<file path="config.mk">
export PLATFORM = sky130hd
export DESIGN_NAME = prio_enc_seq
export DESIGN_NICKNAME = d
export VERILOG_FILES = /design/src/rtl/prio_enc_pkg.sv /design/src/rtl/prio_pick.sv /design/src/rtl/prio_enc_seq.sv
export SDC_FILE = /design/constraint.sdc
export NUM_CORES = 1
export LEC_CHECK = 0
export BUFFER_PORTS_ARGS = -buffer_cell sky130_fd_sc_hd__buf_2
export CAP_MARGIN = 30
export CORE_MARGIN = 4
export CORE_UTILIZATION = 27
export DETAILED_ROUTE_END_ITERATION = 10
export GPL_TIMING_DRIVEN = 0
export PLACE_DENSITY = 0.48
export SYNTH_ARGS = -nofsm -noshare
export SYNTH_HDL_FRONTEND = slang
export SYNTH_HIERARCHICAL = 1
export SYNTH_SLANG_ARGS = --single-unit
</file>
<file path="constraint.sdc">
create_clock -name clk -period 2.25 [get_ports clk]
set_input_delay 0.225 -clock clk [delete_from_list [all_inputs] [get_ports clk]]
set_output_delay 0.225 -clock clk [all_outputs]
set_load 0.02 [all_outputs]
</file>
<file path="src/rtl/prio_enc_pkg.sv">
// Shared types and constants for the sequential priority encoder.
package prio_enc_pkg;

  typedef enum logic {
    IDLE = 1'b0,
    BUSY = 1'b1
  } state_e;

  localparam int unsigned PRIO_FIXED = 0;
  localparam int unsigned PRIO_RR    = 1;

endpackage

</file>
<file path="src/rtl/prio_pick.sv">
// Combinational priority picker: lowest set bit, or first set bit at/above ptr
// with wrap-around in round-robin mode.
module prio_pick
  import prio_enc_pkg::*;
#(
  parameter  int unsigned WIDTH = 8,
  localparam int unsigned IW    = ($clog2(WIDTH) > 1) ? $clog2(WIDTH) : 1
) (
  input  logic [WIDTH-1:0] vec_i,
  input  logic [IW-1:0]    ptr_i,
  input  logic             mode_i,
  output logic [IW-1:0]    idx_o,
  output logic             any_o,
  output logic [WIDTH-1:0] onehot_o
);

  logic [WIDTH-1:0] upper;
  logic             rr_en;

  function automatic logic [IW-1:0] lowest(input logic [WIDTH-1:0] v);
    logic [IW-1:0] r;
    r = '0;
    for (int i = int'(WIDTH) - 1; i >= 0; i--) begin
      if (v[i]) r = IW'(i);
    end
    return r;
  endfunction

  // Round-robin searches bits at/above ptr first, then falls back to the whole vector.
  always_comb begin
    rr_en = (mode_i == 1'(PRIO_RR));
    upper = '0;
    for (int unsigned i = 0; i < WIDTH; i++) begin
      upper[i] = vec_i[i] & (i >= 32'(ptr_i));
    end
    if (rr_en && (upper != '0)) idx_o = lowest(upper);
    else                        idx_o = lowest(vec_i);
    any_o    = |vec_i;
    onehot_o = any_o ? (WIDTH'(1) << idx_o) : '0;
  end

endmodule

</file>
<file path="src/rtl/prio_enc_seq.sv">
// Sequential priority encoder: accepts a request vector and emits one index
// beat per set bit (or a single empty beat), with valid/ready on both sides.
module prio_enc_seq
  import prio_enc_pkg::*;
#(
  parameter  int unsigned WIDTH = 8,
  parameter  int unsigned MODE  = PRIO_FIXED,
  localparam int unsigned IW    = ($clog2(WIDTH) > 1) ? $clog2(WIDTH) : 1
) (
  input  logic             clk,
  input  logic             rst_n,
  input  logic             req_valid_i,
  output logic             req_ready_o,
  input  logic [WIDTH-1:0] req_i,
  output logic             out_valid_o,
  input  logic             out_ready_i,
  output logic [IW-1:0]    idx_o,
  output logic             any_o,
  output logic             last_o
);

  state_e           state_q, state_d;
  logic [WIDTH-1:0] pend_q, pend_d;
  logic [IW-1:0]    ptr_q, ptr_d;

  logic [IW-1:0]    pick_idx;
  logic             pick_any;
  logic [WIDTH-1:0] pick_onehot;
  logic             busy;
  logic             single;

  prio_pick #(.WIDTH(WIDTH)) u_pick (
    .vec_i    (pend_q),
    .ptr_i    (ptr_q),
    .mode_i   (1'(MODE == PRIO_RR)),
    .idx_o    (pick_idx),
    .any_o    (pick_any),
    .onehot_o (pick_onehot)
  );

  // Outputs are gated to zero outside BUSY so nothing leaks between vectors.
  always_comb begin
    busy        = (state_q == BUSY);
    single      = ((pend_q & (pend_q - WIDTH'(1))) == '0);
    req_ready_o = !busy;
    out_valid_o = busy;
    idx_o       = busy ? pick_idx : '0;
    any_o       = busy & pick_any;
    last_o      = busy & single;
  end

  always_comb begin
    state_d = state_q;
    pend_d  = pend_q;
    ptr_d   = ptr_q;
    unique case (state_q)
      IDLE: begin
        if (req_valid_i) begin
          pend_d  = req_i;
          state_d = BUSY;
        end
      end
      BUSY: begin
        if (out_ready_i) begin
          pend_d = pend_q & ~pick_onehot;
          if (single) state_d = IDLE;
          // Pointer advances past the granted bit, wrapping at WIDTH.
          if ((MODE == PRIO_RR) && pick_any) begin
            ptr_d = (32'(pick_idx) == WIDTH - 1) ? '0 : pick_idx + IW'(1);
          end
        end
      end
      default: state_d = IDLE;
    endcase
  end

  always_ff @(posedge clk or negedge rst_n) begin
    if (!rst_n) begin
      state_q <= IDLE;
      pend_q  <= '0;
      ptr_q   <= '0;
    end else begin
      state_q <= state_d;
      pend_q  <= pend_d;
      ptr_q   <= ptr_d;
    end
  end

endmodule

</file>
==> impl_metrics.json <==
{
  "run_status": "completed",
  "slew_violations": 0,
  "p_int_uw": 862,
  "syn_inst": 124,
  "synth-edff-count": 0,
  "portBuffers": 16,
  "power_density_mw_per_mm2": 1380,
  "dp.cells": 198,
  "path_clk_slew_ns": 0.06,
  "antenna_found_initial": 0,
  "nets": 178,
  "crit_path_end_kind": "output pin",
  "grt_pass1_wl_mm": 4.57,
  "ys_ff_latch": 9,
  "grt.overflow.total": 0,
  "initialDrtViolationCount": 83,
  "async_flop_share_pct": 100,
  "syn2layout_area_growth_pct": 32.2,
  "min_path_type": "in2reg",
  "fin_crit_sh_pct": 96.4,
  "layout_min_cycle_time_ns": 2.17,
  "initial_core_util_pct": 28.3,
  "drc_errors": 0,
  "yosys_warnings": 6,
  "via_count": 1033,
  "r2r_end": "pend_q[3]",
  "insertion_delay_ns": 0.26,
  "power.switching_uw": 879,
  "die_w_um": 67.4,
  "setup_viol_count_final": 0,
  "final_cells": 211,
  "wl_mm": 2.79,
  "postRouteAntennaNets": 0,
  "power_frac_seq_pct": 22.0,
  "relSlewSlack_pct": 60.2,
  "post_dp_cell_area_mm2": 0.00114,
  "fmax_mhz": 461,
  "crit_path_start_kind": "register",
  "synth.distinct_cells": 38,
  "synth_ff_type": "dfrtp_1",
  "via_per_inst": 4.90,
  "io_pins": 19,
  "design_area_mm2": 0.00126,
  "maxCapViolCount": 0,
  "combPwrFrac_pct": 70.6,
  "place_hpwl_mm": 1.95,
  "ys_seq_area_share_pct": 23.6,
  "clock-sinks": 9,
  "rsz0062_at_grt": "true",
  "grt_max_degree": 11,
  "grt_usage_pct": 13.1,
  "drtPass1Iterations": 4,
  "numCtsBuffers": 3,
  "gp_congestion": 0.821,
  "rows": 21,
  "diodes": 0,
  "vdd_drop_max_uv": 600,
  "holdPathStages": 3,
  "drive_above_1_share_pct": 28.5,
  "p_leak_nw": 0.574,
  "grt_pass1_vias": 951,
  "timing.final.hold_violations": 0,
  "r2r_setup_slack_ns": 0.10,
  "worstHoldStart": "req_i[4]",
  "reg2regPathDepth": 8,
  "holdPathEnd": "pend_q[4]",
  "r2r_start": "pend_q[4]",
  "cp.arrival_ns": 1.94,
  "die_h_um": 67.4,
  "design.core.area_mm2": 0.00336,
  "dieArea_mm2": 0.00455,
  "clockBufferDepth": 2,
  "power_frac_clock_pct": 7.5,
  "netSwitchingFraction_pct": 50.5,
  "htree_num_levels": 1,
  "wl_per_cell_um": 13.2,
  "cp.required_ns": 2.03,
  "post_synth.cell_area_avg_um2": 7.69,
  "worst_slew_pin_slew_ns": 0.594,
  "cts_root_buffer": "clkbuf_4",
  "critical_path_class": "reg2out",
  "worstPathMaxFanout": 10,
  "fin_skew_ns": 0.000383,
  "syn_area_um2": 953,
  "cts_tree": "done"
}
[cells in the final DEF (no fill, tap or decap), drive strengths merged, types with 2 or more instances in the layout]
cell,count
nor2,9
nor3,3
nand2,12
a221o,2
nand2b,2
buf,28
conb,13
inv,7
nand3,9
a211oi,6
mux2i,8
clkbuf,6
and2,4
o2bb2ai,2
a21oi,9
a22oi,2
o21ai,15
a21o,2
and4b,4
dfrtp,9
[area by class of cell]
type / count / area, um^2
well taps: 46 / 57.6
clock buffers: 4 / 26.3
inverters: 7 / 26.3
plain buffers: 6 / 32.5
fillers: 387 / 2100
repair buffers: 25 / 155
multi-input cells: 114 / 732
flip-flops and latches: 9 / 230
[registers in the layout (all words and copies together), names as in the netlist]
name / count
pend_q: 8
out_valid_o: 1
[worst max path at each step]
stage,from,end,slack [ns],depth (start not counted)
2_1_floorplan,pend_q[4],pend_q[2],0.38,9
3_3_place_gp,pend_q[5],pend_q[2],0.10,9
3_5_place_dp,pend_q[5],pend_q[2],0.06,9
4_1_cts,pend_q[4],idx_o[1],0.02,7
5_1_grt,pend_q[3],idx_o[2],-0.05,6
6_report,pend_q[3],idx_o[2],0.08,6
[power groups by stage]
stage | clock (mW) | sequential [mW] | combinational, mW
final | 0.130 | 0.382 | 1.23
after global routing | 0.145 | 0.400 | 1.36
after CTS | 0.131 | 0.384 | 1.12
after detailed placement | 0 | 0.404 | 1.03
after global placement | 0 | 0.401 | 1.01
after floorplan | 0 | 0.345 | 0.804
[synthesized netlist by cell type (2+ instances only)]
| master | instances | area share [%] |
|---|---|---|
| and4b_1 | 4 | 4.2 |
| buf_2 | 2 | 1.0 |
| nand2_1 | 12 | 4.7 |
| clkbuf_1 | 2 | 0.79 |
| nor2_1 | 9 | 3.5 |
| o21ai_0 | 14 | 7.3 |
| o2bb2ai_1 | 2 | 1.8 |
| nor3_1 | 2 | 1.0 |
| a211oi_1 | 5 | 3.9 |
| a21o_1 | 2 | 1.6 |
| nand2b_1 | 2 | 1.3 |
| mux2i_1 | 8 | 8.4 |
| inv_1 | 7 | 2.8 |
| nand3_1 | 9 | 4.7 |
| and2_1 | 4 | 2.6 |
| dfrtp_1 | 9 | 24 |
| a22oi_1 | 2 | 1.6 |
| a21oi_1 | 9 | 4.7 |
[cells by family (layout without fill, tap and decap cells)]
logic type,after synthesis,in the layout,synth area share [%]
muxes,8,8,8.40
and+or+nand+nor,49,49,29.0
other,1,13,0.393
DFF,9,9,23.6
buffers and inverters,13,42,6.17
AOI/OAI and AO/OA,44,44,32.4
[what timing repair did]
item / CTS / global route
gates cloned: 0 / 0
pin swaps: 0 / 2
setup buffers: 4 / 4
hold endpoints to repair: 9 / 0
hold buffers: 1 / 0
resized for setup: 6 / 5
endpoints found under the setup margin: 3 / 3
[metrics by stage]
stage	total power, mW	hold WS, ns	setup TNS [ns]	util, %	setup slack, ns
global route	1.91	0.192	-0.0650	37.5	-0.0519
global placement	1.41	0.0824	0	33.8	0.104
detailed placement	1.43	0.0893	0	33.8	0.0562
finish	1.74	0.187	0	37.5	0.0812
floorplan	1.15	-0.0706	0	-	0.381
CTS	1.63	0.190	0	36.1	0.0177
[layer usage]
layer	vias up	global-route usage, %	wire (um)
met5	-	0	0
met4	0	1.77	0
met3	0	3.00	101
met2	22	20.7	1330
met1	477	18.4	1350
li1	534	-	-
[worst max-delay path, cell delays in order, from the launching register on]
cell and delay [ns]:
dfrtp_1 0.51, nor4_2 0.46, a22oi_1 0.16, a21o_1 0.22, inv_1 0.06, and2_1 0.11, buf_2 0.15
Power figures use the tool's default switching activity.
